$ cat config.mk
export PLATFORM = sky130hd
export DESIGN_NAME = apb_mailbox_slave5
export DESIGN_NICKNAME = d
export VERILOG_FILES = /design/src/rtl/apb_mailbox_slave5.sv
export SDC_FILE = /design/constraint.sdc
export NUM_CORES = 1
export LEC_CHECK = 0
export CAP_MARGIN = 20
export CORE_MARGIN = 3
export CORE_UTILIZATION = 37
export CTS_BUF_LIST = sky130_fd_sc_hd__clkbuf_8
export DETAILED_ROUTE_END_ITERATION = 8
export MAX_ROUTING_LAYER = met4
export PLACE_DENSITY = 0.54
export SYNTH_ARGS = -nofsm -noshare
export SYNTH_HDL_FRONTEND = slang
export SYNTH_SLANG_ARGS = --single-unit
export TNS_END_PERCENT = 1
$ cat constraint.sdc
create_clock -name pclk5 -period 3.67 [get_ports pclk5]
set_input_delay 0.734 -clock pclk5 [delete_from_list [all_inputs] [get_ports pclk5]]
set_output_delay 0.734 -clock pclk5 [all_outputs]
set_load 0.1 [all_outputs]
$ cat src/rtl/apb_mailbox_slave5.sv
// apb_mailbox_slave5: APB slave exposing a 32-bit mailbox FIFO with status, control, clear and a level interrupt.
module apb_mailbox_slave5 #(
  parameter int         DEPTH    = 4,
  parameter logic [1:0] RESET_WS = 2'd0
) (
  input  logic        pclk5,
  input  logic        n_preset5,
  input  logic        psel5,
  input  logic        penable5,
  input  logic        pwrite5,
  input  logic [4:0]  paddr5,
  input  logic [31:0] pwdata5,
  output logic [31:0] prdata5,
  output logic        pready5,
  output logic        pslverr5,
  output logic        irq5
);
  localparam int AW = $clog2(DEPTH);
  typedef enum logic {IDLE, ACCESS} state_t;
  state_t          state_q, state_d;
  logic [1:0]      wcnt_q, wcnt_d, ws_q, ws_d;
  logic            irq_en_q, irq_en_d, ovf_q, ovf_d, udf_q, udf_d, irq_q, irq_d;
  logic [AW-1:0]   wptr_q, wptr_d, rptr_q, rptr_d;
  logic [AW:0]     count_q, count_d;
  logic [31:0]     mem [DEPTH];
  logic [31:0]     rdata;
  logic [2:0]      idx;
  logic            commit, empty, full, bad, err, is_data, push, pop, wr_ok, unused;
  assign unused  = ^{pwdata5[31:3], paddr5[1:0]};
  assign idx     = paddr5[4:2];
  assign empty   = count_q == '0;
  assign full    = count_q == (AW+1)'(DEPTH);
  assign is_data = idx == 3'd0;
  assign commit  = state_q == ACCESS && psel5 && penable5 && wcnt_q == 2'd0;
  // Out-of-map offsets and STATUS writes are rejected before any side effect.
  assign bad     = paddr5[4] | (pwrite5 & idx == 3'd1);
  assign err     = bad | (is_data & (pwrite5 ? full : empty));
  assign wr_ok   = commit & pwrite5 & ~bad;
  assign push    = wr_ok & is_data & ~full;
  assign pop     = commit & ~pwrite5 & is_data & ~empty;
  assign rdata   = is_data      ? (empty ? 32'd0 : mem[rptr_q]) :
                   idx == 3'd1  ? {24'd0, udf_q, ovf_q, full, empty, 4'(count_q)} :
                   idx == 3'd2  ? {29'd0, irq_en_q, ws_q} : 32'd0;
  assign pready5  = commit;
  assign pslverr5 = commit & err;
  assign prdata5  = (commit & ~pwrite5) ? rdata : 32'd0;
  assign irq5     = irq_q;
  always_comb begin
    state_d = state_q;
    wcnt_d  = wcnt_q;
    if (state_q == IDLE) begin
      if (psel5 && !penable5) begin
        state_d = ACCESS;
        wcnt_d  = ws_q;
      end
    end else if (!psel5) begin
      state_d = IDLE;
    end else if (penable5) begin
      if (wcnt_q != 2'd0) wcnt_d = wcnt_q - 2'd1;
      else state_d = IDLE;
    end
  end
  always_comb begin
    ws_d     = ws_q;
    irq_en_d = irq_en_q;
    ovf_d    = ovf_q;
    udf_d    = udf_q;
    wptr_d   = push ? wptr_q + 1'b1 : wptr_q;
    rptr_d   = pop ? rptr_q + 1'b1 : rptr_q;
    count_d  = count_q + (AW+1)'(push) - (AW+1)'(pop);
    if (wr_ok && is_data && full) ovf_d = 1'b1;
    if (commit && !pwrite5 && is_data && empty) udf_d = 1'b1;
    if (wr_ok && idx == 3'd2) begin
      ws_d     = pwdata5[1:0];
      irq_en_d = pwdata5[2];
    end
    if (wr_ok && idx == 3'd3) begin
      ovf_d = pwdata5[0] ? 1'b0 : ovf_d;
      udf_d = pwdata5[1] ? 1'b0 : udf_d;
      if (pwdata5[2]) begin
        wptr_d  = '0;
        rptr_d  = '0;
        count_d = '0;
      end
    end
    irq_d = irq_en_q & (~empty | ovf_q | udf_q);
  end
  always_ff @(posedge pclk5 or negedge n_preset5) begin
    if (!n_preset5) begin
      state_q  <= IDLE;
      wcnt_q   <= 2'd0;
      ws_q     <= RESET_WS;
      irq_en_q <= 1'b0;
      ovf_q    <= 1'b0;
      udf_q    <= 1'b0;
      irq_q    <= 1'b0;
      wptr_q   <= '0;
      rptr_q   <= '0;
      count_q  <= '0;
    end else begin
      state_q  <= state_d;
      wcnt_q   <= wcnt_d;
      ws_q     <= ws_d;
      irq_en_q <= irq_en_d;
      ovf_q    <= ovf_d;
      udf_q    <= udf_d;
      irq_q    <= irq_d;
      wptr_q   <= wptr_d;
      rptr_q   <= rptr_d;
      count_q  <= count_d;
    end
  end
  // Storage is not reset; pointers and count alone define FIFO state.
  always_ff @(posedge pclk5) begin
    if (push) mem[wptr_q] <= pwdata5;
  end
endmodule

==> summary.txt, run 1 <==
Power and ir drop
  – Leakage: 2.59 nW
  – Pint: 0.00288 W
  – Sw power: 0.000720 W
  – Sw Share: 20.0%
  – Peak VDD IR: 0.312 mV
  – Clock Power Share: 41.7%
  – Comb pwr share: 7.2%
  – Power per cell area: 459 nW/um^2
  – Register share of total power: 51.1%

Clock tree
  – Postcts setup bufs: 0
  – Post-CTS sizing: 0
  – Clk sinks: 144
  – Clock transition at the registers of the reported paths: 0.07 ns
  – Clock Tree Root: clkbuf_8
  – Number of CTS-inserted buffers: 17
  – Cts hold-fix bufs: 0
  – Clock buffer depth: 2
  – Later-pin clock latency in the skew report: 0.43 ns
  – CTS tree: yes
  – Htree depth: 4

Synth
  – Count leader, synth: edfxtp_1
  – Post-synthesis cell count: 311
  – Post-synth ARST share: 11.1%
  – Post-synth design cell area: 5920 um^2
  – Seq/Total Area, Yosys: 71.7%
  – Syn. warnings: 0
  – Top cells by count, synth: edfxtp_1 (128), mux4_2 (32), nor2b_1 (29)
  – Top cell type's share of synthesized area: 64.9%
  – Dominant cell type by area after synthesis: edfxtp_1
  – Mean Syn Cell Area: 19.0 um^2
  – Most common flop cell mapped by yosys: edfxtp_1
  – Post-synth EDFFs: 128
  – Top cells by area, synth: edfxtp_1 (65%), mux4_2 (12%), dfrtp_1 (6.8%)
  – Cell variety after synth: 46
  – Synth Register Bits: 144
  – Synth Net Count: 360

Timing
  – Final setup fails: 0
  – Aggregate negative setup slack: 0 ns
  – FMAX: 303 MHz
  – Min Tclk post-route: 3.30 ns
  – Final hold violations: 0
  – Max_slew headroom: 35.3%
  – Final worst slack: 0.372 ns
  – Max Slew Vio Count: 0
  – RSZ-0062 raised after global routing: false
  – Worst-margin pin slew: 0.967 ns
  – Skew final: 0.00863 ns
  – Period utilisation layout: 89.9%

Drt
  – Initial DRC Count: 127
  – Drt total wl: 11.3 mm
  – DRC violations left: 0
  – Vias: 3,035
  – DR WL met2: 5.54 mm
  – WL met1: 5.06 mm
  – Via-to-Cell Ratio: 4.86
  – Uppermost routed layer: met4
  – First-pass DRT Iterations: 4
  – Avg WL per Cell: 18.1 um
  – DR WL met3: 528 um
  – Routed Antenna Nets: 0

Worst setup path
  – Crit-path max FO: 27
  – Worst EP required: 2.94 ns
  – Setup crit start: penable5
  – Crit path launch type: input pin
  – WS Path Type: input pin to output port
  – Critical R2R Launch: count_q[1]
  – CP arrival: 2.56 ns
  – Worst setup EP type: output port

Floorplanning
  – Floorplan core area: 15,400 um^2
  – Initial Util: 38.4%
  – Die height: 132 um
  – Die area: 17,500 um^2
  – Ports: 77
  – Die width: 132 um
  – Rows: 45

Final layout
  – Area growth syn-to-layout: 32.3%
  – Share of cells above drive strength 1: 31.4%
  – Antenna Cells: 0
  – Final Core Density: 50.7%
  – Final nets: 450
  – Final Non-Filler Cells: 625

Placement
  – Placed Instances: 593
  – Placer Congestion: 0.772
  – Port Buffer Count: 74
  – Place WS: 0.353 ns
  – HPWL Detailed: 7.07 mm

Flow run
  – Maxcap violations: 0

GRT
  – Grt total ovfl: 0
  – Pin count of the biggest net entering global routing: 33
  – First-pass GRT wire length: 18.3 mm
  – Initial antenna violation count: 0
  – All-Layer GR Usage: 14.2%
  – Vias in the first global route: 3,355

Status
  – Outcome: completed

Worst hold path
  – Hold Path Class: register to register
  – Min-Delay Startpoint: udf_q
[worst max-delay path: stages]
cell	delay (ns)
clkdlybuf4s50_1	0.55
nand4_4	0.20
inv_2	0.15
nand4_2	0.09
buf_4	0.27
nor2b_1	0.33
buf_12	0.22
[registers in the layout (all words and copies together) (netlist names)]
register  count
udf_q         1
ws_q          2
wcnt_q        2
ovf_q         1
count_q       3
irq_en_q      1
mem         128
state_q       1
rptr_q        2
wptr_q        2
irq5          1
[power groups by stage]
stage	sequential (W)	combinational, W	clock, W
2_1_floorplan	0.00187	0.000161	0
6_report	0.00184	0.000258	0.00150
3_5_place_dp	0.00187	0.000260	0
4_1_cts	0.00184	0.000261	0.00154
3_3_place_gp	0.00187	0.000256	0
5_1_grt	0.00184	0.000283	0.00160
[routing by layer]
metal	GRT usage, %	vias to the layer above
met5	-	-
met4	5.72	0
met3	3.65	16
met2	22.1	76
met1	18.0	1538
li1	-	1405
[layout by cell type (no fill, tap or decap), types with 4 or more instances in the layout]
master / n
edfxtp_1: 128
clkdlybuf4s50_1: 40
buf_12: 38
mux4_2: 32
nor2b_1: 29
clkbuf_8: 21
dfrtp_1: 14
nor2_1: 12
inv_1: 8
buf_4: 7
a21oi_1: 6
ha_1: 6
bufinv_16: 6
nand2b_1: 5
a22oi_1: 4
and2_2: 4
[worst paths after layout]
| check | endpoint | slack (ns) | cells after the start |
|---|---|---|---|
| min | irq5 | 0.54 | 1 |
| min in group asynchronous | wcnt_q[0] | 0.76 | 1 |
| max in group asynchronous | rptr_q[1] | 2.37 | 1 |
| max | prdata5[21] | 0.37 | 7 |
| max reg2reg | count_q[2] | 0.96 | 11 |
| min reg2reg | irq5 | 0.54 | 1 |
[area by class of cell]
cell class	count	area (um^2)
fillers	1301	7600
flip-flops and latches	144	4250
multi-input cells	145	1580
repair buffers	85	1210
clock buffers	21	289
well taps	211	264
clock inverters	11	209
inverters	8	30.0
[logic make-up (layout without fill, tap and decap cells)]
family / after synthesis / in the layout / share of synthesized area [%]
AOI/OAI and AO/OA: 23 / 23 / 3.02
xor gates and xnor gates: 5 / 5 / 0.740
adders and majority gates: 7 / 7 / 1.61
buffers and inverters: 22 / 125 / 1.73
DFF: 144 / 144 / 71.7
muxes: 36 / 36 / 12.9
and+or+nand+nor: 74 / 74 / 8.27
[stage by stage]
| step | area, um^2 | total power, W | hold WS (ns) |
|---|---|---|---|
| final | 7830 | 0.00360 | 0.543 |
| after global routing | 7830 | 0.00373 | 0.578 |
| after CTS | 7830 | 0.00364 | 0.545 |
| after detailed placement | 7330 | 0.00213 | 0.525 |
| after global placement | 7330 | 0.00213 | 0.538 |
| after floorplan | 5920 | 0.00203 | 0.438 |
Power figures use the tool's default switching activity.
==> run 2, diff against run 1 <==
==> constraint.sdc (replaced) <==
create_clock -name pclk5 -period 3.81 [get_ports pclk5]
set_input_delay 0.762 -clock pclk5 [delete_from_list [all_inputs] [get_ports pclk5]]
set_output_delay 0.762 -clock pclk5 [all_outputs]
set_load 0.1 [all_outputs]
==> run 2 against run 1 <==
  * First-iteration DRC count up 39%
  * Critical path depth fell by 2
  * Register-to-register slack improved by 0.12 ns
  * Cell count shrank 0.16%
  * Combinational power shrank 3%
  * Clock-buffer cell count shrank 4
  * Power fell by 12%
  * Sequential power fell by 4%
  * Clock skew rose by 0.0019 ns
  * Hold slack gained 0.013 ns
  * Sequential share of layout area grew 1.1 points
  * Die area is the same
  * Largest cell class unchanged
==> summary.txt, run 2 (synthesis gave the netlist of run 1 again) <==
Status
  – Outcome: completed (unchanged)

Final layout
  – Top reg by flops: mem (unchanged)
  – Share of cells above drive strength 1: 30.8% (was 31.4%)
  – Commonest cells after routing, fill and taps aside: edfxtp_1 (128), clkdlybuf4s50_1 (40), buf_12 (36) (was edfxtp_1 (128), clkdlybuf4s50_1 (40), buf_12 (38))
  – Area growth syn-to-layout: 29.7% (was 32.3%)
  – Max reg flops: 128 (unchanged)
  – Top Registers: mem x128, count_q x3 (unchanged)
  – Commonest non-fill, non-tap cell in the layout: edfxtp_1 (unchanged)
  – Final nets: 449 (was 450)
  – Fillers: 1,324 (was 1,301)
  – Antenna Cells: 0 (unchanged)

Clock tree
  – Clock Tree Root: clkbuf_8 (unchanged)
  – Post-CTS sizing: 0 (unchanged)
  – CTS tree: yes (unchanged)
  – Postcts setup bufs: 0 (unchanged)
  – Number of CTS-inserted buffers: 17 (unchanged)
  – Clk sinks: 144 (unchanged)
  – Cts hold-fix bufs: 0 (unchanged)
  – Htree depth: 4 (unchanged)
  – Clock transition at the registers of the reported paths: 0.08 ns (was 0.07 ns)
  – Clock buffer depth: 2 (unchanged)
  – Later-pin clock latency in the skew report: 0.44 ns (was 0.43 ns)

Power and ir drop
  – Power per cell area: 413 nW/um^2 (was 459 nW/um^2)
  – Leakage: 2.52 nW (was 2.59 nW)
  – Peak VDD IR: 0.257 mV (was 0.312 mV)

Timing
  – Max Slew Vio Count: 0 (unchanged)
  – Period utilisation layout: 88.2%
  – RSZ-0062 raised after global routing: false (unchanged)
  – Skew final: 0.0106 ns (was 0.00863 ns)
  – Hold Slack: 0.555 ns (was 0.543 ns)
  – Worst-margin pin slew: 0.960 ns (was 0.967 ns)
  – Final setup fails: 0 (unchanged)
  – Min Tclk post-route: 3.36 ns
  – Final worst slack: 0.448 ns (was 0.372 ns)
  – Max_slew headroom: 35.8% (was 35.3%)
  – Final hold violations: 0 (unchanged)
  – FMAX: 297 MHz

Worst setup path
  – Reg2reg path depth: 11 (unchanged)
  – Worst path depth: 5 (was 7)
  – Crit-path max cell delay: 0.54 ns (was 0.55 ns)
  – Crit-path max FO: 7 (was 27)
  – Kind of cell adding the most delay to the critical path: buffers and inverters (unchanged)
  – CP cell instances: clkdlybuf4s50_1 > nand4_4 > or3_4 > a2111oi_2 > buf_12 (was clkdlybuf4s50_1 > nand4_4 > inv_2 > nand4_2 > buf_4 > nor2b_1 > buf_12)
  – Crit path launch type: input pin (unchanged)
  – WS Path Type: input pin to output port (unchanged)
  – Worst setup EP type: output port (unchanged)
  – CP max-delay cell: clkdlybuf4s50_1 (unchanged)
  – Worst EP required: 3.05 ns (was 2.94 ns)
  – Worst Path Buf+Inv: 2 (was 4)
  – CP arrival: 2.60 ns (was 2.56 ns)

GRT
  – Grt total ovfl: 0 (unchanged)
  – Pin count of the biggest net entering global routing: 33 (unchanged)
  – GRT met3 Usage: 4.49% (was 3.65%)
  – First-pass GRT wire length: 18.6 mm (was 18.3 mm)
  – Global route hottest layer: met2 (unchanged)
  – All-Layer GR Usage: 14.4% (was 14.2%)
  – Vias in the first global route: 3,348 (was 3,355)
  – Initial antenna violation count: 0 (unchanged)
  – Met2 usage: 21.0% (was 22.1%)
  – Met1 usage: 19.3% (was 18.0%)

Drt
  – First-pass DRT Iterations: 4 (unchanged)
  – DRC violations left: 0 (unchanged)
  – Vias: 3,071 (was 3,035)
  – Avg WL per Cell: 18.4 um (was 18.1 um)
  – Initial DRC Count: 177 (was 127)
  – Routed Antenna Nets: 0 (unchanged)
  – Via-to-Cell Ratio: 4.92 (was 4.86)
  – Drt total wl: 11.5 mm (was 11.3 mm)

Placement
  – HPWL Detailed: 6.98 mm (was 7.07 mm)
  – Place WS: 0.434 ns (was 0.353 ns)
  – Port Buffer Count: 74 (unchanged)
  – Placer Congestion: 0.809 (was 0.772)

Floorplanning
  – Die height: 132 um (unchanged)
  – Floorplan core area: 15,400 um^2 (unchanged)
  – Ports: 77 (unchanged)
  – Rows: 45 (unchanged)
  – Die width: 132 um (unchanged)
  – Initial Util: 38.4% (unchanged)
  – Die area: 17,500 um^2 (unchanged)

Worst hold path
  – Worst Hold Depth: 2 (was 1)
  – Hold Path Class: register to register (unchanged)

Flow run
  – Maxcap violations: 0 (unchanged)
run 2: cell types whose count changed in the layout (fill, tap and decap cells not counted):
| cell | delta |
|---|---|
| clkinv_4 | +2 |
| clkbuf_8 | -4 |
| clkinv_1 | +2 |
| buf_4 | +1 |
| clkinv_2 | +1 |
| buf_12 | -2 |
| bufinv_16 | -4 |
| inv_6 | +2 |
| clkinvlp_4 | +1 |
run 2: worst reg2reg max path: cells and delay by family, from the launching register on:
kind / cells / cell delay (ns)
XOR/XNOR: 2 / 0.30
adder cells (fa/ha/maj): 2 / 0.35
buffers and inverters: 3 / 0.55
flip-flops: 1 / 0.47
AND/OR/NAND/NOR: 4 / 0.93
run 2: worst paths after layout:
check | from | end | slack [ns]
hold / removal | wcnt_q[1] | wcnt_q[1] | 0.56
max in group asynchronous | n_preset5 | rptr_q[1] | 2.47
min in group asynchronous | n_preset5 | state_q | 0.78
hold reg to reg | wcnt_q[1] | wcnt_q[1] | 0.56
setup reg to reg | count_q[1] | count_q[2] | 1.08
setup / recovery | penable5 | prdata5[0] | 0.45
run 2: power breakdown:
group / switching, W / leakage (nW) / internal (W)
Combinational: 0.000132 / 0.967 / 0.000116
Clock: 0.000574 / 0.188 / 0.000576
Sequential: 0.0000304 / 1.36 / 0.00174
Total: 0.000737 / 2.52 / 0.00243
run 2: per-layer routing:
layer | routed length [um] | part of all wire, %
met4 | 187 | 1.6
met3 | 577 | 5.0
met2 | 5350 | 47
met1 | 5350 | 47
met5 | 0 | 0
run 2: cell type report:
type                       instances  area (um^2)  area share (%)
timing repair buffer              84         1180            15.4
sequential                       144         4250            55.3
inverter                           8         30.0           0.391
tap                              211          264            3.44
clock inverter                    15          144            1.87
clock buffer                      17          234            3.05
multi-input combinational        145         1580            20.5
run 2: stage by stage:
step	utilization (%)	TNS [ns]	total power [W]	cell area, um^2	instances
after floorplan	-	-3.76	0.00195	5920	311
after global placement	47.3	0	0.00205	7300	592
after detailed placement	47.3	0	0.00205	7300	592
after CTS	49.8	0	0.00321	7680	624
after global routing	49.8	0	0.00331	7680	624
final	49.8	0	0.00317	7680	624
